==> src/rtl/riscv_ctrl_pkg.sv <==
// Shared encodings for the multicycle RISC-V control path: FSM states, opcodes,
// ALU operation codes and datapath mux select values.
package riscv_ctrl_pkg;

   typedef enum logic [3:0] {
      S_FETCH    = 4'd0,
      S_DECODE   = 4'd1,
      S_MEMADR   = 4'd2,
      S_MEMREAD  = 4'd3,
      S_MEMWB    = 4'd4,
      S_MEMWRITE = 4'd5,
      S_EXECR    = 4'd6,
      S_EXECI    = 4'd7,
      S_ALUWB    = 4'd8,
      S_BEQ      = 4'd9,
      S_JAL      = 4'd10
   } state_t;

   localparam logic [6:0] OP_LW   = 7'b0000011;
   localparam logic [6:0] OP_SW   = 7'b0100011;
   localparam logic [6:0] OP_R    = 7'b0110011;
   localparam logic [6:0] OP_IALU = 7'b0010011;
   localparam logic [6:0] OP_BEQ  = 7'b1100011;
   localparam logic [6:0] OP_JAL  = 7'b1101111;

   localparam logic [2:0] ALU_ADD = 3'b000;
   localparam logic [2:0] ALU_SUB = 3'b001;
   localparam logic [2:0] ALU_AND = 3'b010;
   localparam logic [2:0] ALU_XOR = 3'b011;
   localparam logic [2:0] ALU_SRA = 3'b100;
   localparam logic [2:0] ALU_SLT = 3'b101;

   localparam logic [1:0] ALUOP_ADD   = 2'b00;
   localparam logic [1:0] ALUOP_SUB   = 2'b01;
   localparam logic [1:0] ALUOP_FUNCT = 2'b10;

   localparam logic [1:0] SRCA_PC    = 2'b00;
   localparam logic [1:0] SRCA_OLDPC = 2'b01;
   localparam logic [1:0] SRCA_RS1   = 2'b10;

   localparam logic [1:0] SRCB_RS2  = 2'b00;
   localparam logic [1:0] SRCB_IMM  = 2'b01;
   localparam logic [1:0] SRCB_FOUR = 2'b10;

   localparam logic [1:0] RES_ALUOUT    = 2'b00;
   localparam logic [1:0] RES_READDATA  = 2'b01;
   localparam logic [1:0] RES_ALURESULT = 2'b10;

   localparam logic [1:0] IMM_I = 2'b00;
   localparam logic [1:0] IMM_S = 2'b01;
   localparam logic [1:0] IMM_B = 2'b10;
   localparam logic [1:0] IMM_J = 2'b11;

endpackage

==> src/rtl/alu_decoder.sv <==
// ALU operation decoder: maps ALUOp plus funct fields to ALUControl, flags bad funct.
// Latency: combinational, zero cycles.
// Backpressure: none; pure function of its inputs.
module alu_decoder
   import riscv_ctrl_pkg::*;
(
   input  logic [1:0] aluop,
   input  logic [2:0] funct3,
   input  logic       funct7b5,
   input  logic       op5,
   output logic [2:0] alucontrol,
   output logic       illegal_funct
);

   always_comb begin
      alucontrol    = ALU_ADD;
      illegal_funct = 1'b0;
      case (aluop)
         ALUOP_SUB: alucontrol = ALU_SUB;
         ALUOP_FUNCT: begin
            case (funct3)
               // op5 separates R-type (sub possible) from I-type addi, whose imm bit 30 is data
               3'b000: alucontrol = (op5 & funct7b5) ? ALU_SUB : ALU_ADD;
               3'b010: alucontrol = ALU_SLT;
               3'b100: alucontrol = ALU_XOR;
               3'b111: alucontrol = ALU_AND;
               3'b101: begin
                  if (funct7b5) alucontrol = ALU_SRA;
                  else          illegal_funct = 1'b1;
               end
               default: illegal_funct = 1'b1;
            endcase
         end
         default: alucontrol = ALU_ADD;
      endcase
   end

endmodule

==> src/rtl/multicycle_controller.sv <==
// Multicycle RISC-V control FSM driving datapath selects, write enables and ALUControl.
// Latency: lw 5, sw/R/I/jal 4, beq 3, illegal op 2 cycles per instruction.
// Backpressure: none; one state per clock, write enables forced low while reset is high.
module multicycle_controller
   import riscv_ctrl_pkg::*;
#(
   parameter int STATE_W      = 4,
   parameter bit ILLEGAL_TRAP = 1'b1
)(
   input  logic       clk,
   input  logic       reset,
   input  logic [6:0] op,
   input  logic [2:0] funct3,
   input  logic       funct7b5,
   input  logic       zero,
   output logic       PCWrite,
   output logic       AdrSrc,
   output logic       MemWrite,
   output logic       IRWrite,
   output logic       RegWrite,
   output logic [1:0] ResultSrc,
   output logic [1:0] ALUSrcA,
   output logic [1:0] ALUSrcB,
   output logic [1:0] ImmSrc,
   output logic [2:0] ALUControl,
   output logic       illegal
);

   logic [STATE_W-1:0] state_r;
   state_t             state;
   state_t             state_n;
   logic [1:0]         aluop;
   logic               pcupdate, branch, irwrite_s, memwrite_s, regwrite_s, illegal_s;
   logic               illegal_funct;

   always_ff @(posedge clk or posedge reset) begin
      if (reset) state_r <= STATE_W'(S_FETCH);
      else       state_r <= STATE_W'(state_n);
   end

   assign state = state_t'(state_r[3:0]);

   alu_decoder u_alu_decoder (
      .aluop         (aluop),
      .funct3        (funct3),
      .funct7b5      (funct7b5),
      .op5           (op[5]),
      .alucontrol    (ALUControl),
      .illegal_funct (illegal_funct)
   );

   always_comb begin
      state_n    = S_FETCH;
      AdrSrc     = 1'b0;
      ResultSrc  = RES_ALUOUT;
      ALUSrcA    = SRCA_PC;
      ALUSrcB    = SRCB_RS2;
      aluop      = ALUOP_ADD;
      pcupdate   = 1'b0;
      branch     = 1'b0;
      irwrite_s  = 1'b0;
      memwrite_s = 1'b0;
      regwrite_s = 1'b0;
      illegal_s  = 1'b0;
      case (state)
         S_FETCH: begin
            irwrite_s = 1'b1;
            ALUSrcB   = SRCB_FOUR;
            ResultSrc = RES_ALURESULT;
            pcupdate  = 1'b1;
            state_n   = S_DECODE;
         end
         S_DECODE: begin
            // PC+imm computed now so the branch target sits in ALUOut for BEQ
            ALUSrcA = SRCA_OLDPC;
            ALUSrcB = SRCB_IMM;
            case (op)
               OP_LW, OP_SW: state_n = S_MEMADR;
               OP_R:         state_n = S_EXECR;
               OP_IALU:      state_n = S_EXECI;
               OP_BEQ:       state_n = S_BEQ;
               OP_JAL:       state_n = S_JAL;
               default: begin
                  illegal_s = ILLEGAL_TRAP;
                  state_n   = S_FETCH;
               end
            endcase
         end
         S_MEMADR: begin
            ALUSrcA = SRCA_RS1;
            ALUSrcB = SRCB_IMM;
            state_n = (op == OP_LW) ? S_MEMREAD : S_MEMWRITE;
         end
         S_MEMREAD: begin
            AdrSrc  = 1'b1;
            state_n = S_MEMWB;
         end
         S_MEMWB: begin
            ResultSrc  = RES_READDATA;
            regwrite_s = 1'b1;
            state_n    = S_FETCH;
         end
         S_MEMWRITE: begin
            AdrSrc     = 1'b1;
            memwrite_s = 1'b1;
            state_n    = S_FETCH;
         end
         S_EXECR, S_EXECI: begin
            ALUSrcA   = SRCA_RS1;
            ALUSrcB   = (state == S_EXECR) ? SRCB_RS2 : SRCB_IMM;
            aluop     = ALUOP_FUNCT;
            // without trapping, a bad funct decodes as add and still writes back
            illegal_s = ILLEGAL_TRAP & illegal_funct;
            state_n   = (ILLEGAL_TRAP & illegal_funct) ? S_FETCH : S_ALUWB;
         end
         S_ALUWB: begin
            regwrite_s = 1'b1;
            state_n    = S_FETCH;
         end
         S_BEQ: begin
            ALUSrcA = SRCA_RS1;
            aluop   = ALUOP_SUB;
            branch  = 1'b1;
            state_n = S_FETCH;
         end
         S_JAL: begin
            ALUSrcA  = SRCA_OLDPC;
            ALUSrcB  = SRCB_FOUR;
            pcupdate = 1'b1;
            state_n  = S_ALUWB;
         end
         default: state_n = S_FETCH;
      endcase
   end

   always_comb begin
      case (op)
         OP_SW:   ImmSrc = IMM_S;
         OP_BEQ:  ImmSrc = IMM_B;
         OP_JAL:  ImmSrc = IMM_J;
         default: ImmSrc = IMM_I;
      endcase
   end

   assign PCWrite  = ~reset & (pcupdate | (branch & zero));
   assign IRWrite  = ~reset & irwrite_s;
   assign MemWrite = ~reset & memwrite_s;
   assign RegWrite = ~reset & regwrite_s;
   assign illegal  = ~reset & illegal_s;

endmodule

==> config.mk <==
export PLATFORM = sky130hd
export DESIGN_NAME = multicycle_controller
export DESIGN_NICKNAME = d
export VERILOG_FILES = /design/src/rtl/riscv_ctrl_pkg.sv /design/src/rtl/alu_decoder.sv /design/src/rtl/multicycle_controller.sv
export SDC_FILE = /design/constraint.sdc
export NUM_CORES = 1
export LEC_CHECK = 0
export ABC_AREA = 1
export CAP_MARGIN = 20
export CORE_MARGIN = 1.5
export CORE_UTILIZATION = 40
export DETAILED_ROUTE_END_ITERATION = 10
export PLACE_DENSITY_LB_ADDON = 0.25
export SYNTH_ARGS = -nofsm -noshare
export SYNTH_HDL_FRONTEND = slang
export SYNTH_SLANG_ARGS = --single-unit
export TNS_END_PERCENT = 50
==> constraint.sdc <==
create_clock -name clk -period 3.5 [get_ports clk]
set_input_delay 0.525 -clock clk [delete_from_list [all_inputs] [get_ports clk]]
set_output_delay 0.525 -clock clk [all_outputs]
set_load 0.005 [all_outputs]
==> results of run 1 <==
[cell type report]
type	instances	area [sq um]
inverter	23	86.33
sequential	4	100.1
multi-input combinational	75	379.1
timing repair buffer	30	300.3
clock buffer	3	22.52
tap	15	18.77
fill	124	410.4
[path summary, 6_finish.rpt]
check | from | end | slack [ns] | depth (start not counted)
setup / recovery | state[1] | ALUControl[2] | 0.70 | 7
hold / removal | reset | state[2] | 0.64 | 2
setup reg to reg | state[1] | state[3] | 1.99 | 8
hold reg to reg | state[2] | state[0] | 0.65 | 3
max in group asynchronous | reset | state[0] | 2.69 | 2
min in group clk | state[2] | state[0] | 0.65 | 3
[worst max-delay path: stages (launching register included)]
cell and delay, ns:
dfrtp_1 0.43, inv_2 0.13, nand2_2 0.08, nor2_1 0.21, inv_1 0.10, ha_1 0.33, a211oi_1 0.20, clkdlybuf4s50_1 0.55
[Yosys cell counts, drive strengths merged]
library cell,n,share of area
nand4,5,0.055
nand2,29,0.20
a21oi,4,0.035
nor2,15,0.14
dfrtp,4,0.18
o21ba,1,0.018
nand3,14,0.12
ha,2,0.044
a211oi,2,0.027
nor3,1,0.0088
o21ai,2,0.018
inv,23,0.15
[where the power goes]
group	switching, mW	internal (mW)	total (mW)
sequential	0.0128	0.0536	0.0664
combinational	0.0808	0.107	0.187
clock	0.0176	0.0383	0.0558
total	0.111	0.198	0.310
[layer usage]
| layer | track usage | vias to the layer above | part of all wire | wire, um |
|---|---|---|---|---|
| met5 | 0 | - | 0 | 0 |
| met4 | 0.1000 | 0 | 0.014 | 19 |
| met3 | 0.01667 | 2 | 0.053 | 72 |
| met2 | 0.3294 | 26 | 0.50 | 690 |
| met1 | 0.2007 | 308 | 0.43 | 587 |
| li1 | - | 395 | - | - |
[cell families after synthesis]
kind of cell / Yosys count / synth area share
flip-flops: 4 / 0.1770
buffers and inverters: 23 / 0.1526
AO/OA/AOI/OAI: 9 / 0.09732
adder cells (fa/ha/maj): 2 / 0.04424
AND/OR/NAND/NOR: 64 / 0.5287
==> flow_summary.ini, run 1 <==
[grt]
grt_overflow = 0
grt_pass1_vias = 522
antenna_found_initial = 0
grt_pass1_wl_um = 1938
grt_use_total = 0.1807
grt_max_degree = 8

[logic_synthesis]
netlist_instances = 102
synth_seq_cells = 4
syn_area_per_cell_sq_um = 5.545
yosys_warnings = 0
synthesis.area_sq_um = 565.5
ys_types = 16
seq_area_frac_synth = 0.1770
syn_nets = 118

[placement]
dp.cells = 147
routabilityCongestion = 0.8097
place_hpwl_um = 1158
portBuffers = 30
post-place-ws_ns = 0.8507
placedInstanceArea_sq_um = 884.6

[layout]
instances_no_fill = 150
diodes = 0
area_delta_synth_final_pct = 60.40
utilization = 0.6885
fin_area_sq_um = 907.1
largest_reg_flops = 4
layout_common_cells = 30 x clkdlybuf4s50_1, 27 x nand2_1, 22 x inv_1
drive_gt1_frac = 0.07407
layout_commonest_cell = clkdlybuf4s50_1
nNetsFinal = 153

[die]
core_area_sq_mm = 0.001318
die_h_um = 40.60
rows = 13
fp.dieW_um = 40.60
io_pins = 31
die_area_sq_mm = 0.001648
start_util = 0.4292

[timing]
fin_tns_setup_ns = 0
hold_viol = 0
max_freq_ghz = 0.3576
worst_slew_pin_slew_ns = 0.2156
slew_violations = 0
fin_skew_ns = 0.001348
rsz0062_at_grt = false
slew_headroom = 0.8554
setup_ws_ns = 0.7033
fin_crit_sh = 0.7991
fin_crit_ns = 2.797
whs_ns = 0.6433
finalSetupViolCount = 0

[route]
via_per_inst = 4.873
first_iter_violations = 18
firstDrtPassIters = 4
route.detailed.drc = 0
ant_nets = 0
via_count = 731
totalWireLength_um = 1370
post_drt_wl_per_cell_um = 9.133

[clock_tree]
post_cts_buffers = 0
clk_pin_slew_worst_paths_ns = 0.04
cts.hold.buffers_added = 0
cts_root_buf = clkbuf_4
post_cts_resized = 0
insertion_delay_ns = 0.23
clock_path_buffers = 2
cts_inserted_buffers = 3
h-tree-depth = 1
cts_tree = built
cts_sinks = 4

[worst_setup_path]
endpoint_kind = output port
crit_type = flop to output port
critPathMaxFanout = 6
start_kind = flop
critPathRequiredTime_ns = 2.97
critPathArrivalTime_ns = 2.27

[pwr]
total_power_uw = 309.6
p_leak_nw = 0.4445
power_density_mw_per_mm2 = 341.3
vdd_drop_max_mv = 0.1900

[flow_run]
max-cap-violations = 0

[worst_hold_path]
min_path_type = input pin to asynchronous set/reset pin

[status]
outcome = finished, final reports clean
No activity file was read; power rests on OpenSTA's default activity.
==> inputs of run 2 (changes only) <==
CORE_UTILIZATION = 34   (was 40)
clock period = 2.4 ns   (was 3.5 ns; I/O delays follow)
==> run 2 against run 1 <==
  * Wire length increased by 7.7%
  * Combinational power increased by 62%
  * Largest cell class unchanged
  * Critical path type unchanged
  * Setup slack got worse by 0.67 ns
  * Worst hold slack got worse by 0.21 ns
  * Power increased by 53%
  * Clock power increased by 48%
  * Critical path depth unchanged
==> flow_summary.ini, run 2 (same netlist as run 1, synthesis figures left out) <==
[status]
outcome = finished, final reports clean

[layout]
fin_area_sq_um = 939.7
largest_reg_flops = 4
utilization = 0.6166
nNetsFinal = 156
seq_area_sq_um = 100.1
drive_gt1_frac = 0.1159
area_delta_synth_final_pct = 66.15
fillers = 168
multi_input_area_sq_um = 387.9
diodes = 0
instances_no_fill = 154
layout_common_cells = 27 x nand2_1, 27 x clkdlybuf4s50_1, 22 x inv_1

[grt]
grt_pass1_wl_um = 2794
grt_overflow = 0
grt_max_degree = 7
antenna_found_initial = 0
grt_pass1_vias = 739
grt_use_total = 0.1883

[die]
fp.dieW_um = 43.79
die_area_sq_mm = 0.001917
io_pins = 31
start_util = 0.3711
core_area_sq_mm = 0.001524
rows = 14
die_h_um = 43.79

[timing]
fin_skew_ns = 0.001839
whs_ns = 0.4310
setup_ws_ns = 0.03773
slew_violations = 0
fin_crit_ns = 2.362
fin_crit_sh = 0.9843
finalSetupViolCount = 0
rsz0062_at_grt = true
max_freq_ghz = 0.4233
hold_viol = 0
fin_tns_setup_ns = 0
worst_slew_pin_slew_ns = 0.1869
slew_headroom = 0.8750

[route]
via_per_inst = 4.766
firstDrtPassIters = 3
post_drt_wl_per_cell_um = 9.578
totalWireLength_um = 1475
route.detailed.drc = 0
via_count = 734
first_iter_violations = 12
ant_nets = 0

[pwr]
switching_share = 0.3661
internal-power_uw = 300.2
vdd_drop_max_mv = 0.2155
seq_power_share = 0.185
total_power_uw = 473.5
p_comb_frac = 0.641
p_leak_nw = 0.4847
power_density_mw_per_mm2 = 503.9
p_switching_uw = 173.4
clkPwrFrac = 0.174

[clock_tree]
clock_path_buffers = 2
cts_sinks = 4
h-tree-depth = 1
clk_pin_slew_worst_paths_ns = 0.04
insertion_delay_ns = 0.23
cts.hold.buffers_added = 0
cts_root_buf = clkbuf_4
cts_inserted_buffers = 3
cts_tree = built

[worst_setup_path]
rr_startpoint = state[3]
worst-r2r-setup-slack_ns = 1.13
r2r_cells = 7
crit_type = flop to output port
critPathRequiredTime_ns = 2.04
r2r-end = state[3]
start_kind = flop
endpoint_kind = output port
critPathArrivalTime_ns = 2.00
critPathMaxFanout = 4

[placement]
portBuffers = 30
post-place-ws_ns = 0.09262
placedInstanceArea_sq_um = 908.4
routabilityCongestion = 0.8705
dp.cells = 151
place_hpwl_um = 1274

[worst_hold_path]
min_path_type = input pin to asynchronous set/reset pin

[flow_run]
max-cap-violations = 0
run 2: cell count changes in the layout (fill, tap and decap cells not counted):
cell and change:
ha_2 +1, dlymetal6s2s_1 +1, dlygate4sd2_1 +2, buf_4 +3, o21ai_1 -1, o21ai_2 +1, clkdlybuf4s50_1 -3, nor2_2 +1
ha_1 -1, nor2_1 -1
run 2: repair_timing:
item                                    CTS  global route
buffers inserted                          0             0
endpoints found under the setup margin    3             2
gates cloned                              0             0
gates resized for setup                   3             3
run 2: how the worst max path moves through the flow:
stage	from	endpoint	slack [ns]	cells past startpoint
2_1_floorplan	state[1]	ALUControl[0]	0.67	6
3_3_place_gp	funct3[2]	illegal	0.09	6
3_5_place_dp	funct3[2]	illegal	0.09	6
4_1_cts	state[1]	ALUControl[0]	-0.02	7
5_1_grt	state[1]	ALUControl[0]	-0.07	7
6_report	state[1]	ALUControl[0]	0.04	7
run 2: metal layers:
metal,global-route usage,routed length [um],part of all wire,up-vias
met5,0,0,0,-
met4,0.05455,13,0.0088,0
met3,0.06250,82,0.056,2
met2,0.3235,721,0.49,17
met1,0.2206,658,0.45,315
li1,-,-,-,400
run 2: critical path: stages, from the launching register on:
cell and delay, ns:
dfrtp_1 0.38, inv_2 0.11, nand2_2 0.09, nor2_2 0.13, inv_1 0.07, ha_2 0.28, o21ba_2 0.23, clkdlybuf4s50_1 0.49
run 2: cell type report:
class / instances / area share
sequential: 4 / 0.1065
multi-input combinational: 75 / 0.4128
clock buffer: 3 / 0.02397
inverter: 23 / 0.09188
tap: 16 / 0.02130
timing repair buffer: 33 / 0.3435
run 2: power by group through the flow:
stage / Sequential, mW / Combinational, mW / Clock [mW]
finish: 0.0877 / 0.303 / 0.0824
global route: 0.0885 / 0.340 / 0.0931
CTS: 0.0877 / 0.305 / 0.0865
detailed placement: 0.0885 / 0.303 / 0
global placement: 0.0884 / 0.300 / 0
floorplan: 0.0942 / 0.130 / 0
==> inputs of run 3 (changes only) <==
SLEW_MARGIN = 20   (was not set)
==> results of run 3 <==
The final DEF is identical to that of run 2; final timing and power are the same.
==> RTL edit 1 (flow settings as in run 3) <==
Register the outputs `PCWrite`, `MemWrite`, `IRWrite`, `RegWrite` and `illegal`; this adds one clock of latency there. The other outputs are not delayed to match. Comments in the files are not updated.
--- a/src/rtl/multicycle_controller.sv
+++ b/src/rtl/multicycle_controller.sv
@@ -144,7 +144,9 @@
 
-   assign PCWrite  = ~reset & (pcupdate | (branch & zero));
-   assign IRWrite  = ~reset & irwrite_s;
-   assign MemWrite = ~reset & memwrite_s;
-   assign RegWrite = ~reset & regwrite_s;
-   assign illegal  = ~reset & illegal_s;
+   always_ff @(posedge clk) begin
+      PCWrite  <= ~reset & (pcupdate | (branch & zero));
+      MemWrite <= ~reset & memwrite_s;
+      IRWrite  <= ~reset & irwrite_s;
+      RegWrite <= ~reset & regwrite_s;
+      illegal  <= ~reset & illegal_s;
+   end
 
Formal check against the unedited RTL: not equivalent (Yosys sat finds a counterexample within 4 cycles, from zero or initial values and one cycle with reset high).
==> RTL edit 1 against run 3 <==
Sequential cell count is 5 higher; routed wire length increased by 14%; synthesized area is 16% higher; final area increased by 12%; combinational power is 2% higher; worst setup slack improved by 110 ps; hold slack lost 24 ps; global-route usage down 2.2 points; power increased by 31%; synthesized cell count is 6.9% higher; critical path type unchanged.
==> RTL edit 1: results (changes against run 3) <==
Setup Skew 0.430 ps (-1.41 ps); sequential cell power 188 uW (+110%); TritonCTS buffer count 3 (unchanged); Largest register FFs 4 (unchanged); Syn. warnings 0 (unchanged); Max clock buf depth 2 (unchanged); Clock Latency Late Sink 260 ps (+30 ps); CP max stage delay 430 ps (-60 ps); Hold Path Class in -> async; pre-CTS setup slack 92.9 ps (+0.227 ps); Top FF cell, synth dfxtp_1; Leak 0.527 nW (+8.7%); CTS Hold Bufs 0 (unchanged); layout cells sized above 1 11.5% (-0.11 points); syn nets 125 (+5.9%); clk pwr 121 uW (+47%); Clk network pwr share 19.6% (+2.2 points); DR WL/cell 9.73 um (+1.6%); First-pass DRT Iterations 4 (+1); CTS root buf clkbuf_4; Placer Congestion 0.863 (-0.83%); status finished, final reports clean; top post-synthesis cells by area nand2_1 (17%), dfrtp_1 (15%), dfxtp_1 (15%); layout net count 165 (+5.8%); # diodes 0 (unchanged); Netlist cell types 16 (unchanged); total track usage 16.7% (-2.2 points); ys async rst share 44.4% (-56 points); Clock transition at path regs 60 ps (+20 ps); vias in the first global route 700 (-5.3%); number of synthesized flops with an enable pin 0 (unchanged); worst slew pin tran 190 ps (+3.44 ps); maximum number of pins on one net before global-route repair 7 (unchanged); starting DRC count in detailed routing 20 (+8); Post-synth top cells nand2_1 (29), inv_1 (24), nand3_1 (13), nor2_1 (12), a21oi_1 (6); switching part of the total 33.8% (-2.8 points); hpwl dp 1400 um (+9.5%); CP Max Fanout 3 (-1); Seq/Total Area, Yosys 30.5% (+13 points); critical path's slowest cell dfrtp_1; first-pass GRT wire length 2600 um (-6.9%); total number of vias 791 (+7.8%); Fillers 185 (+10%); critical path's top delay family flip-flops; H-tree depth 1 (unchanged); peak supply drop 0.314 mV (+46%); initial antenna violation count 0 (unchanged); Buffers on Ports 30 (unchanged)
RTL edit 1: path summary, 6_finish.rpt:
kind	from	end	slack, ps	depth (start not counted)
min	reset	state[2]	410	2
min reg2reg	state[3]	RegWrite	660	2
max reg2reg	state[3]	state[3]	1100	7
max	state[2]	ALUControl[0]	150	9
min in group clk	state[3]	RegWrite	660	2
max in group asynchronous	reset	state[0]	1830	2
RTL edit 1: logic make-up (layout without fill, tap and decap cells):
| kind of cell | Yosys count | count (layout) | synth area share (%) |
|---|---|---|---|
| compound gates | 8 | 8 | 6.29 |
| fa+ha+maj | 2 | 2 | 3.81 |
| buf+inv | 25 | 64 | 14.3 |
| flops | 9 | 9 | 30.5 |
| simple gates | 65 | 65 | 45.1 |
RTL edit 1: area by class of cell:
cell class | instances | area share, %
sequential | 9 | 19.0
inverter | 25 | 8.91
multi-input combinational | 75 | 34.9
timing repair buffer | 35 | 31.7
tap | 25 | 2.97
clock buffer | 4 | 2.49
RTL edit 1: routing by layer:
| layer | vias up | GRT usage (%) | wire length (um) |
|---|---|---|---|
| li1 | 419 | - | - |
| met1 | 337 | 20.3 | 730 |
| met2 | 33 | 27.7 | 830 |
| met3 | 2 | 2.69 | 106 |
| met4 | 0 | 9.44 | 14 |
| met5 | - | 0 | 0 |
RTL edit 1: metrics by stage:
stage               cell area (um^2)  cells
global placement                1010    167
global route                    1050    173
CTS                             1040    171
floorplan                        657    109
finish                          1050    173
detailed placement              1010    167
RTL edit 1: timing repair:
item                                    CTS  global route
endpoints found under the setup margin    3             1
pin swaps                                 0             0
setup buffers                             0             2
gates resized for setup                   5             1
==> RTL edit 2 (settings of run 3) <==
Without the edit above. `ILLEGAL_TRAP`: 1'b1 -> 1'b0.
--- a/src/rtl/multicycle_controller.sv
+++ b/src/rtl/multicycle_controller.sv
@@ -7,3 +7,3 @@
    parameter int STATE_W      = 4,
-   parameter bit ILLEGAL_TRAP = 1'b1
+   parameter bit ILLEGAL_TRAP = 1'b0
 )(
Formal check against the unedited RTL: not equivalent (Yosys sat finds a counterexample within 4 cycles, from zero or initial values and one cycle with reset high).
==> RTL edit 2 against run 3 <==
Synthesized cell count up 8.8%; first-iteration DRC count down 17%; worst setup slack gained 52 ps; synthesized area grew 5.3%; die area rose by 4.9%; clock skew up 0.75 ps; core utilization down 0.71 points; sequential cell count unchanged; final area increased by 2.3%; power decreased by 4.8%; routed wire length shrank 3.1%.
==> RTL edit 2: results (changes against run 3) <==
Seq/Total Area, Yosys 16.8% (-0.89 points); CTS root buf clkbuf_4; Fillers 158 (-6.0%); first-pass GRT wire length 2480 um (-11%); utilization after layout 61.0% (-0.71 points); ys async rst share 100% (unchanged); peak supply drop 0.224 mV (+3.8%); total number of vias 737 (+0.41%); DP Cell Count 155 (+2.6%); Syn. warnings 0 (unchanged); Buffers on Ports 29 (-3.3%); total track usage 16.4% (-2.4 points); layout cells sized above 1 19.2% (+7.6 points); worst path arrival time 1950 ps (-50 ps); initial antenna violation count 0 (unchanged); syn nets 127 (+7.6%); status finished, final reports clean; Post-Route WL 1430 um (-3.1%); Netlist cell types 17 (+1); Hold Path Class in -> async; Largest register FFs 4 (unchanged); Top FF cell, synth dfrtp_1; cell count after synthesis 111 (+8.8%); Clock Latency Late Sink 230 ps (about the same); hpwl dp 1190 um (-6.4%); vias in the first global route 656 (-11%); Clock transition at path regs 40 ps (about the same); Post-synth top cells nand2_1 (32), inv_1 (18), nor2_1 (18), nand3_1 (12), inv_2 (6); H-tree depth 1 (unchanged); Placer Congestion 0.732 (-16%); Leak 0.527 nW (+8.8%); Setup Skew 2.59 ps (+0.752 ps); maximum number of pins on one net before global-route repair 7 (unchanged); Max clock buf depth 2 (unchanged); DR WL/cell 8.83 um (-7.8%); top post-synthesis cells by area nand2_1 (20%), dfrtp_1 (17%), inv_1 (11%); TritonCTS buffer count 3 (unchanged); CP Max Fanout 3 (-1); starting DRC count in detailed routing 10 (-2); First-pass DRT Iterations 4 (+1); # diodes 0 (unchanged)
==> RTL edit 2: changes by cell type after synthesis, moves of 2 or more <==
cell and change:
nand2_1 +5, nor2_1 +6, nand4_1 -5, nor2_2 +4, nand3_1 -2, inv_2 +5
a211oi_1 -2, inv_1 -4
==> RTL edit 2: metrics by stage <==
step                      cell area, um^2  setup slack, ps
final                                 961             90.1
after global routing                  961            -41.8
after CTS                             956             17.8
after detailed placement              898              125
after global placement                898              172
after floorplan                       596              704
==> RTL edit 2: worst max-delay path: stages (launching register included) <==
cell and delay [ps]:
dfrtp_1 370, inv_2 60, nor2_4 110, inv_2 50, nor2_4 110, inv_2 50
ha_1 290, inv_2 60, nand3_1 70, nand2_1 60, clkdlybuf4s50_1 490
==> RTL edit 2: timing repair <==
action	CTS	global route
setup endpoints to repair	2	2
hold buffers	0	0
pin swaps	2	0
setup buffers	4	0
resized for setup	1	4
==> RTL edit 2: cells by family after synthesis <==
| group | Yosys count | share of synthesized area, % |
|---|---|---|
| buf+inv | 25 | 16.4 |
| other cells | 1 | 0.630 |
| fa+ha+maj | 2 | 4.20 |
| flops | 4 | 16.8 |
| compound gates | 5 | 4.83 |
| simple gates | 74 | 57.1 |
==> RTL edit 2: path summary, 6_finish.rpt <==
path / startpoint / end / slack (ps) / depth (start not counted)
setup / recovery: state[2] / ALUControl[0] / 90 / 10
hold / removal: reset / state[2] / 430 / 2
setup reg to reg: state[2] / state[2] / 1200 / 6
hold reg to reg: state[0] / state[0] / 640 / 3
max in group asynchronous: reset / state[1] / 1810 / 2
min in group clk: state[0] / state[0] / 640 / 3
==> RTL edit 2: power by group <==
part	switching, mW	total, mW	internal, mW
clock	0.0241	0.0798	0.0557
sequential	0.0148	0.0931	0.0783
combinational	0.127	0.278	0.151
==> RTL edit 2: area by class of cell <==
cell class	instances	area share [%]
clock buffers	3	2.34
inverters	24	9.37
multi-input cells	82	41.9
flip-flops and latches	4	10.7
well taps	16	2.08
repair buffers	33	33.6
==> RTL edit 2: per-layer routing <==
metal / up-vias / global-route usage (%) / routed length, um
met5: - / 0 / 0
met4: 0 / 3.53 / 0
met3: 0 / 2.40 / 74
met2: 24 / 31.6 / 742
met1: 311 / 19.0 / 613
li1: 402 / - / -
